[config.mk]
export PLATFORM = sky130hd
export DESIGN_NAME = sat_counter
export DESIGN_NICKNAME = d
export VERILOG_FILES = /design/src/rtl/count_checker_pkg.sv /design/src/rtl/count_checker_sat_counter.sv
export SDC_FILE = /design/constraint.sdc
export NUM_CORES = 1
export LEC_CHECK = 0
export ABC_CLOCK_PERIOD_IN_PS = 1580
export BUFFER_PORTS_ARGS = -buffer_cell sky130_fd_sc_hd__buf_4
export CAP_MARGIN = 25
export CORE_AREA = 4 4 41 43
export CTS_CLUSTER_DIAMETER = 30
export DETAILED_ROUTE_END_ITERATION = 12
export DIE_AREA = 0 0 45 47
export SLEW_MARGIN = 25
export SYNTH_ARGS = -nofsm -noshare
export SYNTH_HDL_FRONTEND = slang
export SYNTH_SLANG_ARGS = --single-unit
[constraint.sdc]
create_clock -name clk -period 1.58 [get_ports clk]
set_input_delay 0.079 -clock clk [delete_from_list [all_inputs] [get_ports clk]]
set_output_delay 0.079 -clock clk [all_outputs]
set_load 0.02 [all_outputs]
[src/rtl/count_checker_pkg.sv]
// Shared encodings for count_checker: FSM states, readout selects, status layout,
// and the saturating-count step used by both the counters and the readout preview.
package count_checker_pkg;

  typedef logic [1:0] state_t;

  localparam state_t ST_IDLE   = 2'd0;
  localparam state_t ST_ACQ    = 2'd1;
  localparam state_t ST_LOCKED = 2'd2;

  localparam logic [1:0] SEL_LAST   = 2'd0;
  localparam logic [1:0] SEL_ERR    = 2'd1;
  localparam logic [1:0] SEL_STATUS = 2'd2;
  localparam logic [1:0] SEL_WRAP   = 2'd3;

  localparam int STAT_PULSE_BIT  = 0;
  localparam int STAT_LOCKED_BIT = 1;
  localparam int STAT_RUN_LSB    = 2;
  localparam int STAT_STATE_LSB  = 6;
  localparam int STAT_BITS       = 8;

  function automatic logic [STAT_BITS-1:0] pack_status(
    input state_t     st,
    input logic [3:0] run,
    input logic       lk,
    input logic       ep
  );
    logic [STAT_BITS-1:0] s;
    s = '0;
    s[STAT_PULSE_BIT]       = ep;
    s[STAT_LOCKED_BIT]      = lk;
    s[STAT_RUN_LSB +: 4]    = run;
    s[STAT_STATE_LSB +: 2]  = st;
    return s;
  endfunction

  // Clear beats increment; increment stops at max instead of wrapping.
  function automatic logic [31:0] sat_next(
    input logic [31:0] q,
    input logic [31:0] max,
    input logic        inc,
    input logic        clr
  );
    logic [31:0] r;
    r = q;
    if (clr) begin
      r = '0;
    end else if (inc && (q < max)) begin
      r = q + 32'd1;
    end
    return r;
  endfunction

endpackage

[src/rtl/count_checker_sat_counter.sv]
// Saturating event counter with synchronous clear; used for the error and wrap tallies.
module sat_counter
  import count_checker_pkg::*;
#(
  parameter int WIDTH = 8
) (
  input  logic             clk,
  input  logic             rst_n,
  input  logic             inc,
  input  logic             clr,
  output logic [WIDTH-1:0] q
);

  localparam logic [WIDTH-1:0] CNT_MAX = '1;

  logic [WIDTH-1:0] q_reg;
  logic [WIDTH-1:0] q_next;

  assign q_next = WIDTH'(sat_next(32'(q_reg), 32'(CNT_MAX), inc, clr));
  assign q      = q_reg;

  always_ff @(posedge clk) begin
    if (!rst_n) begin
      q_reg <= '0;
    end else begin
      q_reg <= q_next;
    end
  end

endmodule

### Yosys cells after proc, flatten, opt, wreduce, memory -nomap -nowiden

Index checks and enable logic that the tools add are counted.

| word-level totals | value |
|---|---|
| output and inout port bits | 8 |
| input port bits | 4 |
| logic and storage cells | 6 |
| flip-flop bits (word level) | 8 |

| cells by class | value |
|---|---|
| magnitude comparators | 1 |
| reduce and logical (&&, ||, !) cells | 2 |
| bitwise logic cells | 1 |
| add/subtract/negate cells | 1 |

Operators by type and width:

| operator | count |
|---|---|
| 8-bit by 1-bit adder with 8-bit output, second input constant | 1 |
| 8-bit < comparator, second input constant | 1 |
| 2-bit OR reduction | 1 |
| 1-bit logical AND | 1 |
| 1-bit inverter | 1 |

### Logic depth before layout (Yosys ltp)

Gate-level depths: netlist of the first run.

| logic depth | value |
|---|---|
| word-level depth | 2 |
| mapped depth | 4 |

### Worst setup path before layout of the first run

No wires, ideal clock.

| path | value |
|---|---|
| path kind | flip-flop to flip-flop |
| start point | register q_reg[0] (netlist: q[0]) |
| end point | register q_reg[5] (netlist: q[5]) |
| period minus slack after synthesis | 1.335 ns |
| setup slack | 0.245 ns |
| data required time | 1.508 ns |
| arrival time | 1.263 ns |
| stages on the path, launching flop included | 5 |
| setup time | 0.072 ns |
| buffers on the path | 0 |
| path through | dfxtp_1 -> ha_1 -> and4_4 -> a211oi_2 -> mux2i_1 |

| between the ends | value |
|---|---|
| longest elaborated chain between the ends | 2 |
| elaborated cells between the ends (all ways) | 3 |
| classes of those cells | 1 x add/sub; 1 x order compare; 1 x reduce/logical |

Ends and longest elaborated chain:

| item | line | text |
|---|---|---|
| start, declared | count_checker_sat_counter.sv:16 | `logic [WIDTH-1:0] q_reg;` |
| start signal, assigned | count_checker_sat_counter.sv:26 | `q_reg <= q_next;` |
| 8-bit < comparator | count_checker_pkg.sv:48 | `end else if (inc && (q < max)) begin` |
| 1-bit logical AND | count_checker_pkg.sv:48 |  |

Parallel ways exist; a longest one is shown, timed or not.
A chain may end at the register's enable or synchronous reset.

### Worst setup path after layout of the first run

Ends and elaborated chain as after synthesis.

==> metrics.log, run 1 <==
[metrics] delay of the slowest cell on the worst path: 0.35 ns
[metrics] post-synth net total: 51
[metrics] initial core utilization: 32.40%
[metrics] CP max-delay cell: sky130_fd_sc_hd__dfxtp_1
[metrics] Largest register FFs: 8
[metrics] Nets: 68
[metrics] GRT Total Usage: 10.62%
[metrics] final critical path time including I/O delays and setup: 1.317 ns
[metrics] worst setup slack after layout: 0.2635 ns
[metrics] Pre-antenna DRT Iters: 4
[metrics] Worst Hold Slack: 0.1448 ns
[metrics] number of enable-type register cells in the synthesized netlist: 0
[metrics] Highest Clock Rate: 0.7596 GHz
[metrics] Routability Congestion: 0.7454
[metrics] Startpoint Class: register
[metrics] list of cells traversed by the critical path: ha_1 > and4_4 > a211oi_2 > mux2i_1
[metrics] Seq/Total Area, Yosys: 37.98%
[metrics] Core Area: 1301 sq um
[metrics] power per standard cell area: 708.3 nW/um^2
[metrics] insertion delay to the later sink of the worst-skew pair: 0.26 ns
[metrics] Pint: 303.6 uW
[metrics] cts bufs inserted: 3
[metrics] static leakage: 0.2309 nW
[metrics] maximum vdd drop: 0.0004075 V
[metrics] relative max-transition margin: 67.18%
[metrics] number of max-capacitance violations reported: 0
[metrics] fraction of final layout cells sized beyond drive strength 1: 31.15%
[metrics] fraction of synthesized area in multiplexers: 7.122%
[metrics] setup repair after global routing missed its margin: no
[metrics] Rows: 13
[metrics] overall die area: 2115 sq um
[metrics] Yosys cell types: 19
[metrics] first-pass GRT wire length: 1538 um
[metrics] I/O pin count: 12
[metrics] final hold vios: 0
[metrics] FF/Latch Area: 160.2 sq um
[metrics] CTS tree: built
[metrics] Clock Tree Buf Depth: 2
[metrics] logic gate share of total power: 6.4%
[metrics] synthesis-to-layout area growth: 31.16%
[metrics] clock input transition at the sequential cells of the worst setup and hold paths: 0.06 ns
[metrics] sequential share of power: 52.6%
[metrics] post-CTS setup repair buffer count: 0
[metrics] total setup violations reported at the end of the flow: 0
[metrics] area of the multi-input gates: 261.5 sq um
[metrics] post-cts sizing count: 0
[metrics] remaining global-route overflow: 0
[metrics] worst hold path class: in -> reg
[metrics] Critical Path End Type: register
[metrics] Via density: 5.342
[metrics] part of the total power dissipated in the clock network: 41.0%
[metrics] crit share post-route: 83.32%
[metrics] worst clock skew on the final layout: 0.006248 ns
[metrics] Tightest Pin Transition: 0.4913 ns
[metrics] data required time at the worst endpoint: 1.77 ns
[metrics] H-tree depth: 1
[metrics] total detailed-routing wirelength: 921 um
[metrics] Synth Instances: 46
[metrics] TritonCTS sink count: 8
[metrics] root cell of the clock tree: sky130_fd_sc_hd__clkbuf_4
[metrics] die width: 45 um
[metrics] CTS hold repair buffers: 0
[metrics] hpwl dp: 722.3 um
[metrics] dominant combinational cell family by area after synthesis: simple AND/OR/NAND/NOR gates
[metrics] core utilization of the finished layout: 42.50%
[metrics] switching fraction of total power: 22.50%
[metrics] cell family with most CP delay: flip-flops
[metrics] wire per inst: 12.12 um
[metrics] most common library cell in the layout ignoring fill and taps: sky130_fd_sc_hd__buf_4
[metrics] fill cell total of the finished layout: 142
[metrics] Final Max Slew Viols: 0
[metrics] count of input and output buffers: 11
[metrics] YS warnings: 0
[metrics] overall via count from detail_route: 406
[metrics] simple-gate portion of the synthesized area: 32.94%
[metrics] xor and xnor fraction of the mapped netlist area: 0%
[metrics] drt drc: 0
[metrics] count of nets left with antenna violations after detail routing: 0
[metrics] vias in the first global route: 349
[metrics] mean instance size in the synthesized netlist: 9.166 sq um
[metrics] pin count of the biggest net entering global routing: 9
[metrics] Synth Register Bits: 8
[metrics] number of antenna violations at the first check in global routing: 0
[metrics] die extent in y: 47 um
[metrics] Final TNS setup: 0 ns
[metrics] data arrival time of the critical path: 1.50 ns
[metrics] share of synthesized flip-flops with an asynchronous set or reset: 0%
[metrics] Crit Path Category: reg -> reg
[metrics] number of violations reported at the end of detailed-routing iteration 0: 13
[metrics] peak fanout along the critical path: 6
[metrics] Netlist Area Pre-Place: 421.7 sq um
[metrics] Crit path buffers/inverters: 0
[metrics] number of antenna repair diodes: 0
[metrics] Synth Area in Compound Gates: 18.99%
[metrics] predominant post-synthesis flop cell: sky130_fd_sc_hd__dfxtp_1
[metrics] commonest non-fill, non-tap cells in the layout: sky130_fd_sc_hd__buf_4 (12), sky130_fd_sc_hd__dfxtp_1 (8), sky130_fd_sc_hd__a21oi_1 (5), sky130_fd_sc_hd__nand2_1 (5), sky130_fd_sc_hd__and4_1 (4)
[metrics] outcome: completed
[metrics] adder-cell share of the synthesized area: 2.967%
[metrics] pre-CTS setup slack: 0.2755 ns
[metrics] power dissipated by switching net loads: 88.14 uW
[cells by family (layout without fill, tap and decap cells)]
family,after synthesis,count (layout)
buffers and inverters,0,15
DFF,8,8
muxes,3,3
AOI/OAI and AO/OA,12,12
and+or+nand+nor,22,22
adders and majority gates,1,1
[cell usage after synthesis, drive strengths merged, types with 2 or more instances]
cell | count | area, sq um
a21oi | 5 | 25.02
nor3 | 2 | 10.01
nand2b | 3 | 18.77
and4 | 5 | 46.29
a31oi | 2 | 12.51
nor2b | 4 | 27.53
dfxtp | 8 | 160.2
nand2 | 5 | 18.77
o21ai | 2 | 10.01
mux2i | 3 | 30.03
[layout make-up]
cell class,instances,share of cell area [%]
tap,15,3.394
multi-input combinational,38,47.29
clock buffer,3,4.072
sequential,8,28.96
timing repair buffer,12,16.29
[metal layers]
layer | track usage, % | vias up | wire length, um
li1 | - | 209 | -
met1 | 12.16 | 188 | 430
met2 | 16.10 | 9 | 427
met3 | 6.897 | 0 | 64
met4 | 3.509 | 0 | 0
met5 | 0 | - | 0
[path summary, 6_finish.rpt]
path	from	to	slack, ns	cells past startpoint
max	q[0]	q[5]	0.26	4
min reg2reg	q[1]	q[1]	0.51	2
min	rst_n	q[7]	0.14	3
max reg2reg	q[0]	q[5]	0.26	4
[power by group through the flow]
stage / logic [mW] / clock network (mW) / registers [mW]
floorplan: 0.0109 / 0 / 0.212
global placement: 0.0254 / 0 / 0.210
detailed placement: 0.0256 / 0 / 0.210
CTS: 0.0257 / 0.171 / 0.206
global route: 0.0277 / 0.184 / 0.206
finish: 0.0252 / 0.161 / 0.206
[worst register-to-register path, cell delays in order (launching register included)]
cell and delay (ns):
sky130_fd_sc_hd__dfxtp_1 0.35, sky130_fd_sc_hd__ha_1 0.25, sky130_fd_sc_hd__and4_4 0.23, sky130_fd_sc_hd__a211oi_2 0.24, sky130_fd_sc_hd__mux2i_1 0.19
[through the flow]
stage,area (sq um),instances,total power [mW]
global placement,530.5,73,0.2354
global route,553.0,76,0.4176
floorplan,421.7,46,0.2229
finish,553.0,76,0.3917
detailed placement,530.5,73,0.2358
CTS,553.0,76,0.4021
Note: power is estimated with default switching activity, not from simulation.
==> inputs of run 2 (changes only) <==
--- a/config.mk
+++ b/config.mk
@@ -5,7 +5,7 @@
 export SDC_FILE = /design/constraint.sdc
 export NUM_CORES = 1
 export LEC_CHECK = 0
-export ABC_CLOCK_PERIOD_IN_PS = 1580
+export ABC_CLOCK_PERIOD_IN_PS = 1220
 export BUFFER_PORTS_ARGS = -buffer_cell sky130_fd_sc_hd__buf_4
 export CAP_MARGIN = 25
 export CORE_AREA = 4 4 41 43
==> constraint.sdc (replaced) <==
create_clock -name clk -period 1.22 [get_ports clk]
set_input_delay 0.061 -clock clk [delete_from_list [all_inputs] [get_ports clk]]
set_output_delay 0.061 -clock clk [all_outputs]
set_load 0.02 [all_outputs]
==> run 2 against run 1 <==
Design area is 8.1% higher. Critical endpoint unchanged. Maximum frequency is 11% higher. Largest power group unchanged. Largest cell class unchanged. Critical path depth stayed put.
==> metrics.log, run 2 (same netlist as run 1, synthesis figures left out) <==
[metrics] Rows: 13 (unchanged)
[metrics] crit share post-route: 96.95% (+14 points)
[metrics] part of the total power dissipated in the clock network: 39.6% (-1.4 points)
[metrics] total setup violations reported at the end of the flow: 0 (unchanged)
[metrics] I/O pin count: 12 (unchanged)
[metrics] power dissipated by switching net loads: 110.5 uW (+25%)
[metrics] Startpoint Class: register
[metrics] worst clock skew on the final layout: 0.006197 ns (-0.00005074 ns)
[metrics] Most Crowded Layer GR: met2
[metrics] data arrival time of the critical path: 1.36 ns (-0.14 ns)
[metrics] worst setup slack after layout: 0.03724 ns (-0.2262 ns)
[metrics] total detailed-routing wirelength: 967 um (+5.0%)
[metrics] GRT met3 Usage: 5.747% (-1.1 points)
[metrics] clock input transition at the sequential cells of the worst setup and hold paths: 0.06 ns (about the same)
[metrics] hpwl dp: 757 um (+4.8%)
[metrics] Core Area: 1301 sq um (unchanged)
[metrics] fraction of final layout cells sized beyond drive strength 1: 40.00% (+8.9 points)
[metrics] Pint: 398.9 uW (+31%)
[metrics] synthesis-to-layout area growth: 41.84%
[metrics] post-CTS setup repair buffer count: 0 (unchanged)
[metrics] final hold vios: 0 (unchanged)
[metrics] commonest non-fill, non-tap cells in the layout: sky130_fd_sc_hd__buf_4 (16), sky130_fd_sc_hd__dfxtp_1 (6), sky130_fd_sc_hd__a21oi_1 (5), sky130_fd_sc_hd__nand2_1 (5), sky130_fd_sc_hd__and4_1 (4)
[metrics] wire per inst: 12.09 um (-0.26%)
[metrics] sequential share of power: 52.3% (-0.3 points)
[metrics] cts bufs inserted: 3 (unchanged)
[metrics] Tightest Pin Transition: 0.2282 ns (-0.2631 ns)
[metrics] most common library cell in the layout ignoring fill and taps: sky130_fd_sc_hd__buf_4
[metrics] CTS tree: built
[metrics] count of input and output buffers: 11 (unchanged)
[metrics] relative max-transition margin: 84.77% (+18 points)
[metrics] Routability Congestion: 0.7480 (+0.35%)
[metrics] outcome: completed
[metrics] logic gate share of total power: 8.0% (+1.6 points)
[metrics] data required time at the worst endpoint: 1.40 ns (-0.37 ns)
[metrics] power per standard cell area: 851.7 nW/um^2 (+20%)
[metrics] placed cell areas: 565.5 sq um (+6.6%)
[metrics] number of violations reported at the end of detailed-routing iteration 0: 3 (-10)
[metrics] static leakage: 0.2507 nW (+8.5%)
[metrics] Nets: 72 (+5.9%)
[metrics] overall via count from detail_route: 418 (+3.0%)
[metrics] pin count of the biggest net entering global routing: 9 (unchanged)
[metrics] Final Max Slew Viols: 0 (unchanged)
[metrics] Via density: 5.225 (-2.2%)
[metrics] pre-CTS setup slack: -0.02886 ns (-0.3044 ns)
[metrics] count of nets left with antenna violations after detail routing: 0 (unchanged)
[metrics] GRT Total Usage: 11.16% (+0.55 points)
[metrics] Critical Path End Type: register
[metrics] overall die area: 2115 sq um (unchanged)
[metrics] switching fraction of total power: 21.69% (-0.81 points)
[metrics] number of antenna repair diodes: 0 (unchanged)
[metrics] Clock Tree Buf Depth: 2 (unchanged)
[metrics] root cell of the clock tree: sky130_fd_sc_hd__clkbuf_4
[metrics] maximum vdd drop: 0.0005900 V (+45%)
[metrics] CTS hold repair buffers: 0 (unchanged)
[metrics] initial core utilization: 32.40% (unchanged)
[metrics] insertion delay to the later sink of the worst-skew pair: 0.25 ns (about the same)
[metrics] core utilization of the finished layout: 45.96% (+3.5 points)
[metrics] GR Layer Usage met2: 16.10% (unchanged)
[metrics] remaining global-route overflow: 0 (unchanged)
[metrics] Largest register FFs: 8 (unchanged)
[metrics] Highest Clock Rate: 0.8455 GHz (+11%)
[metrics] setup repair after global routing missed its margin: yes
[metrics] Crit Path Category: reg -> reg
[metrics] TritonCTS sink count: 8 (unchanged)
[metrics] final critical path time including I/O delays and setup: 1.183 ns (-0.1338 ns)
[metrics] worst hold path class: in -> reg
[metrics] post-route cell area: 598.1 sq um (+8.1%)
[metrics] peak fanout along the critical path: 4 (-2)
[metrics] Pre-antenna DRT Iters: 4 (unchanged)
[metrics] drt drc: 0 (unchanged)
[metrics] met1 track demand over resource: 13.73% (+1.6 points)
[metrics] die width: 45 um (unchanged)
[metrics] H-tree depth: 1 (unchanged)
[metrics] first-pass GRT wire length: 1669 um (+8.5%)
[metrics] number of max-capacitance violations reported: 0 (unchanged)
[metrics] number of antenna violations at the first check in global routing: 0 (unchanged)
[metrics] die extent in y: 47 um (unchanged)
[metrics] vias in the first global route: 386 (+11%)
[metrics] fill cell total of the finished layout: 142 (unchanged)
==> run 2: final cells by class <==
class | instances | area (sq um) | area share (%)
Tap cell | 15 | 18.77 | 3.138
Sequential cell | 8 | 162.7 | 27.20
Clock buffer | 3 | 22.52 | 3.766
Timing Repair Buffer | 16 | 120.1 | 20.08
Multi-Input combinational cell | 38 | 274.0 | 45.82
==> run 2: worst max-delay path: stages, from the launching register on <==
cell and delay (ns):
sky130_fd_sc_hd__dfxtp_2 0.33, sky130_fd_sc_hd__ha_4 0.16, sky130_fd_sc_hd__and4_4 0.21, sky130_fd_sc_hd__a211oi_2 0.20, sky130_fd_sc_hd__mux2i_1 0.21
==> run 2: repair_timing <==
item / in CTS / in global routing
resized for setup: 1 / 0
pin swaps: 1 / 0
setup endpoints to repair: 1 / 1
==> run 2: power by group through the flow <==
stage	combinational, mW	clock [mW]	sequential, mW
global placement	0.0406	0	0.271
global route	0.0463	0.232	0.266
finish	0.0408	0.202	0.267
floorplan	0.0142	0	0.275
detailed placement	0.0413	0	0.271
CTS	0.0424	0.212	0.267
==> run 2: path summary, 6_finish.rpt <==
kind / from / to / slack (ns) / cells after the start
setup / recovery: q[0] / q[5] / 0.04 / 4
setup reg to reg: q[0] / q[5] / 0.04 / 4
hold reg to reg: q[3] / q[3] / 0.54 / 1
hold / removal: rst_n / q[7] / 0.13 / 3
==> run 2: metrics by stage <==
stage | TNS [ns] | hold slack, ns | std cells | power [mW]
after CTS | 0 | 0.1340 | 80 | 0.5212
after detailed placement | -0.02886 | 0.4063 | 77 | 0.3128
after global routing | -0.04532 | 0.1453 | 80 | 0.5443
after floorplan | -0.01933 | 0.2439 | 46 | 0.2894
final | 0 | 0.1313 | 80 | 0.5094
after global placement | 0 | 0.3847 | 77 | 0.3115
==> run 2: metal layers <==
| layer | up-vias | part of all wire, % |
|---|---|---|
| met5 | - | 0 |
| li1 | 217 | - |
| met3 | 2 | 7.1 |
| met1 | 186 | 49 |
| met2 | 13 | 42 |
| met4 | 0 | 1.3 |
==> inputs of run 3 (changes only) <==
--- a/config.mk
+++ b/config.mk
@@ -8,10 +8,11 @@
 export ABC_CLOCK_PERIOD_IN_PS = 1220
 export BUFFER_PORTS_ARGS = -buffer_cell sky130_fd_sc_hd__buf_4
 export CAP_MARGIN = 25
-export CORE_AREA = 4 4 41 43
+export CORE_AREA = 4 4 43 45
 export CTS_CLUSTER_DIAMETER = 30
 export DETAILED_ROUTE_END_ITERATION = 12
-export DIE_AREA = 0 0 45 47
+export DIE_AREA = 0 0 47 49
+export SETUP_SLACK_MARGIN = 0.4
 export SLEW_MARGIN = 25
 export SYNTH_ARGS = -nofsm -noshare
 export SYNTH_HDL_FRONTEND = slang
==> run 3 against run 2 <==
Maximum frequency rose by 0.49%. Largest power group unchanged. Worst hold slack got worse by 0.0039 ns. Clock skew fell by 0.0038 ns. Largest cell class unchanged. Cell count rose by 7.5%. Critical path depth did not move. Via count rose by 7.4%. Worst setup slack improved by 0.0058 ns.
==> metrics.log, run 3 (same netlist as run 1, synthesis figures left out) <==
[metrics] final critical path time including I/O delays and setup: 1.177 ns (-0.005750 ns)
[metrics] static leakage: 0.2847 nW (+14%)
[metrics] most common library cell in the layout ignoring fill and taps: sky130_fd_sc_hd__buf_4
[metrics] final hold vios: 0 (unchanged)
[metrics] relative max-transition margin: 85.41% (+0.64 points)
[metrics] Largest register FFs: 8 (unchanged)
[metrics] launch point of the critical path: q[1]
[metrics] Critical Path End Type: register
[metrics] placed cell areas: 563.0 sq um (-0.44%)
[metrics] synthesis-to-layout area growth: 70.03%
[metrics] worst clock skew on the final layout: 0.002383 ns (-0.003815 ns)
[metrics] Critical R2R Launch: q[1]
[metrics] vias in the first global route: 407 (+5.4%)
[metrics] setup repair after global routing missed its margin: yes
[metrics] Rows: 14 (+1)
[metrics] pin count of the biggest net entering global routing: 10 (+1)
[metrics] Tightest Pin Transition: 0.2165 ns (-0.01163 ns)
[metrics] clock input transition at the sequential cells of the worst setup and hold paths: 0.06 ns (about the same)
[metrics] data required time at the worst endpoint: 1.41 ns (about the same)
[metrics] power dissipated by switching net loads: 120.9 uW (+9.4%)
[metrics] I/O pin count: 12 (unchanged)
[metrics] CP max-delay cell: sky130_fd_sc_hd__dfxtp_4
[metrics] initial core utilization: 28.66% (-3.7 points)
[metrics] delay of the slowest cell on the worst path: 0.35 ns (+0.02 ns)
[metrics] Nets: 76 (+5.6%)
[metrics] RR Endpoint: q[5]
[metrics] power per standard cell area: 727.6 nW/um^2 (-15%)
[metrics] count of nets left with antenna violations after detail routing: 0 (unchanged)
[metrics] commonest non-fill, non-tap cells in the layout: sky130_fd_sc_hd__buf_4 (10), sky130_fd_sc_hd__buf_6 (9), sky130_fd_sc_hd__dfxtp_4 (7)
[metrics] overall die area: 2303 sq um (+8.9%)
[metrics] hpwl dp: 736.5 um (-2.7%)
[metrics] number of antenna repair diodes: 0 (unchanged)
[metrics] number of antenna violations at the first check in global routing: 0 (unchanged)
[metrics] Pint: 400.8 uW (+0.46%)
[metrics] sequential share of power: 48.3% (-4.0 points)
[metrics] depth of the worst register-to-register path: 4 (unchanged)
[metrics] Worst Hold Slack: 0.1274 ns (-0.003910 ns)
[metrics] part of the total power dissipated in the clock network: 42.9% (+3.3 points)
[metrics] Core Area: 1471 sq um (+13%)
[metrics] outcome: completed
[metrics] number of cells in the design after placement: 75 (-2.6%)
[metrics] TritonCTS sink count: 8 (unchanged)
[metrics] critical path capture point: q[5]
[metrics] Crit path buffers/inverters: 0 (unchanged)
[metrics] logic gate share of total power: 8.8% (+0.8 points)
[metrics] setup slack on the worst flop-to-flop path: 0.04 ns (about the same)
[metrics] number of violations reported at the end of detailed-routing iteration 0: 2 (-1)
[metrics] wire per inst: 12.83 um (+6.1%)
[metrics] drt drc: 0 (unchanged)
[metrics] Crit Path Category: reg -> reg
[metrics] total setup violations reported at the end of the flow: 0 (unchanged)
[metrics] die width: 47 um (+4.4%)
[metrics] GRT Total Usage: 10.50% (-0.66 points)
[metrics] count of input and output buffers: 11 (unchanged)
[metrics] fraction of final layout cells sized beyond drive strength 1: 58.57% (+19 points)
[metrics] number of logic stages on the critical path including buffering: 4 (unchanged)
[metrics] Highest Clock Rate: 0.8496 GHz (+0.49%)
[metrics] worst hold path class: in -> reg
[metrics] H-tree depth: 1 (unchanged)
[metrics] list of cells traversed by the critical path: ha_4 > and4_4 > a211oi_2 > mux2i_1
[metrics] switching fraction of total power: 23.18% (+1.5 points)
[metrics] Via density: 5.221 (about the same)
[metrics] crit share post-route: 96.48% (-0.47 points)
[metrics] Routability Congestion: 0.7395 (-1.1%)
[metrics] die extent in y: 49 um (+4.3%)
[metrics] maximum vdd drop: 0.0006129 V (+3.9%)
[metrics] total detailed-routing wirelength: 1103 um (+14%)
[metrics] fill cell total of the finished layout: 143 (+0.70%)
[metrics] root cell of the clock tree: sky130_fd_sc_hd__clkbuf_4
[metrics] peak fanout along the critical path: 4 (unchanged)
[metrics] remaining global-route overflow: 0 (unchanged)
[metrics] Cell Count, Final, Fillers Out: 86 (+7.5%)
[metrics] Startpoint Class: register
[metrics] overall via count from detail_route: 449 (+7.4%)
[metrics] Pre-antenna DRT Iters: 2 (-2)
[metrics] CTS tree: built
[metrics] Final Max Slew Viols: 0 (unchanged)
[metrics] data arrival time of the critical path: 1.37 ns (about the same)
[metrics] cell family with most CP delay: flip-flops
[metrics] total power consumption of the routed design: 521.7 uW (+2.4%)
[metrics] number of max-capacitance violations reported: 0 (unchanged)
[metrics] cts bufs inserted: 3 (unchanged)
[metrics] Clock Tree Buf Depth: 2 (unchanged)
[metrics] first-pass GRT wire length: 1745 um (+4.6%)
[metrics] insertion delay to the later sink of the worst-skew pair: 0.26 ns (about the same)
[metrics] post-route cell area: 716.9 sq um (+20%)
==> run 3: cell count changes in the layout (fill, tap and decap cells not counted), moves of 2 or more <==
| cell | before | now |
|---|---|---|
| sky130_fd_sc_hd__buf_4 | 16 | 10 |
| sky130_fd_sc_hd__buf_6 | 0 | 9 |
| sky130_fd_sc_hd__a21oi_1 | 5 | 3 |
| sky130_fd_sc_hd__dfxtp_1 | 6 | 1 |
| sky130_fd_sc_hd__dfxtp_2 | 2 | 0 |
| sky130_fd_sc_hd__dfxtp_4 | 0 | 7 |
| sky130_fd_sc_hd__a21oi_2 | 0 | 2 |
==> run 3: final cells by class <==
class / count / area, sq um / share of cell area [%]
multi-input cells: 38 / 302.8 / 42.23
flip-flops and latches: 8 / 186.4 / 26.00
repair buffers: 20 / 181.4 / 25.31
clock buffers: 4 / 26.28 / 3.665
well taps: 16 / 20.02 / 2.792
==> run 3: layer usage <==
metal,vias up,part of all wire (%),GRT usage [%]
met3,0,4.5,6.642
met5,-,0,0
met2,8,54,15.61
li1,224,-,-
met1,217,42,12.33
met4,0,0,2.765
==> run 3: power groups by stage <==
stage               registers, mW  logic, mW  clock network, mW
detailed placement          0.271     0.0364                  0
CTS                         0.256     0.0463              0.234
floorplan                   0.273     0.0146                  0
global placement            0.270     0.0361                  0
finish                      0.252     0.0459              0.224
global route                0.252     0.0497              0.252
==> run 3: worst min-delay path by stage <==
stage          cells past startpoint  start  slack [ns]   end
2_1_floorplan                      2  rst_n        0.24  q[7]
3_3_place_gp                       3    inc        0.40  q[2]
3_5_place_dp                       3    inc        0.40  q[2]
4_1_cts                            3  rst_n        0.13  q[7]
5_1_grt                            3  rst_n        0.14  q[7]
6_report                           3  rst_n        0.13  q[7]
==> run 3: timing repair <==
item                                    4_1_cts  5_1_grt
resized for setup                            14       10
hold buffers                                  0        0
endpoints found under the setup margin       16       16
pin swaps                                     2        6
setup buffers                                 4        3
==> run 3: worst min-delay path: cells and delay by family <==
kind	cells	cell delay, ns
and+or+nand+nor	1	0.11
AOI/OAI and AO/OA	1	0.06
buffers and inverters	1	0.11
==> run 3: per-stage QoR <==
stage / setup slack, ns / setup TNS (ns) / utilization, %
final: 0.04299 / 0 / 48.72
after global routing: -0.008930 / -0.008930 / 48.72
after CTS: 0.02709 / 0 / 45.24
after detailed placement: 0.02364 / 0 / 38.27
after global placement: 0.02803 / 0 / 38.27
after floorplan: 0.05029 / 0 / -
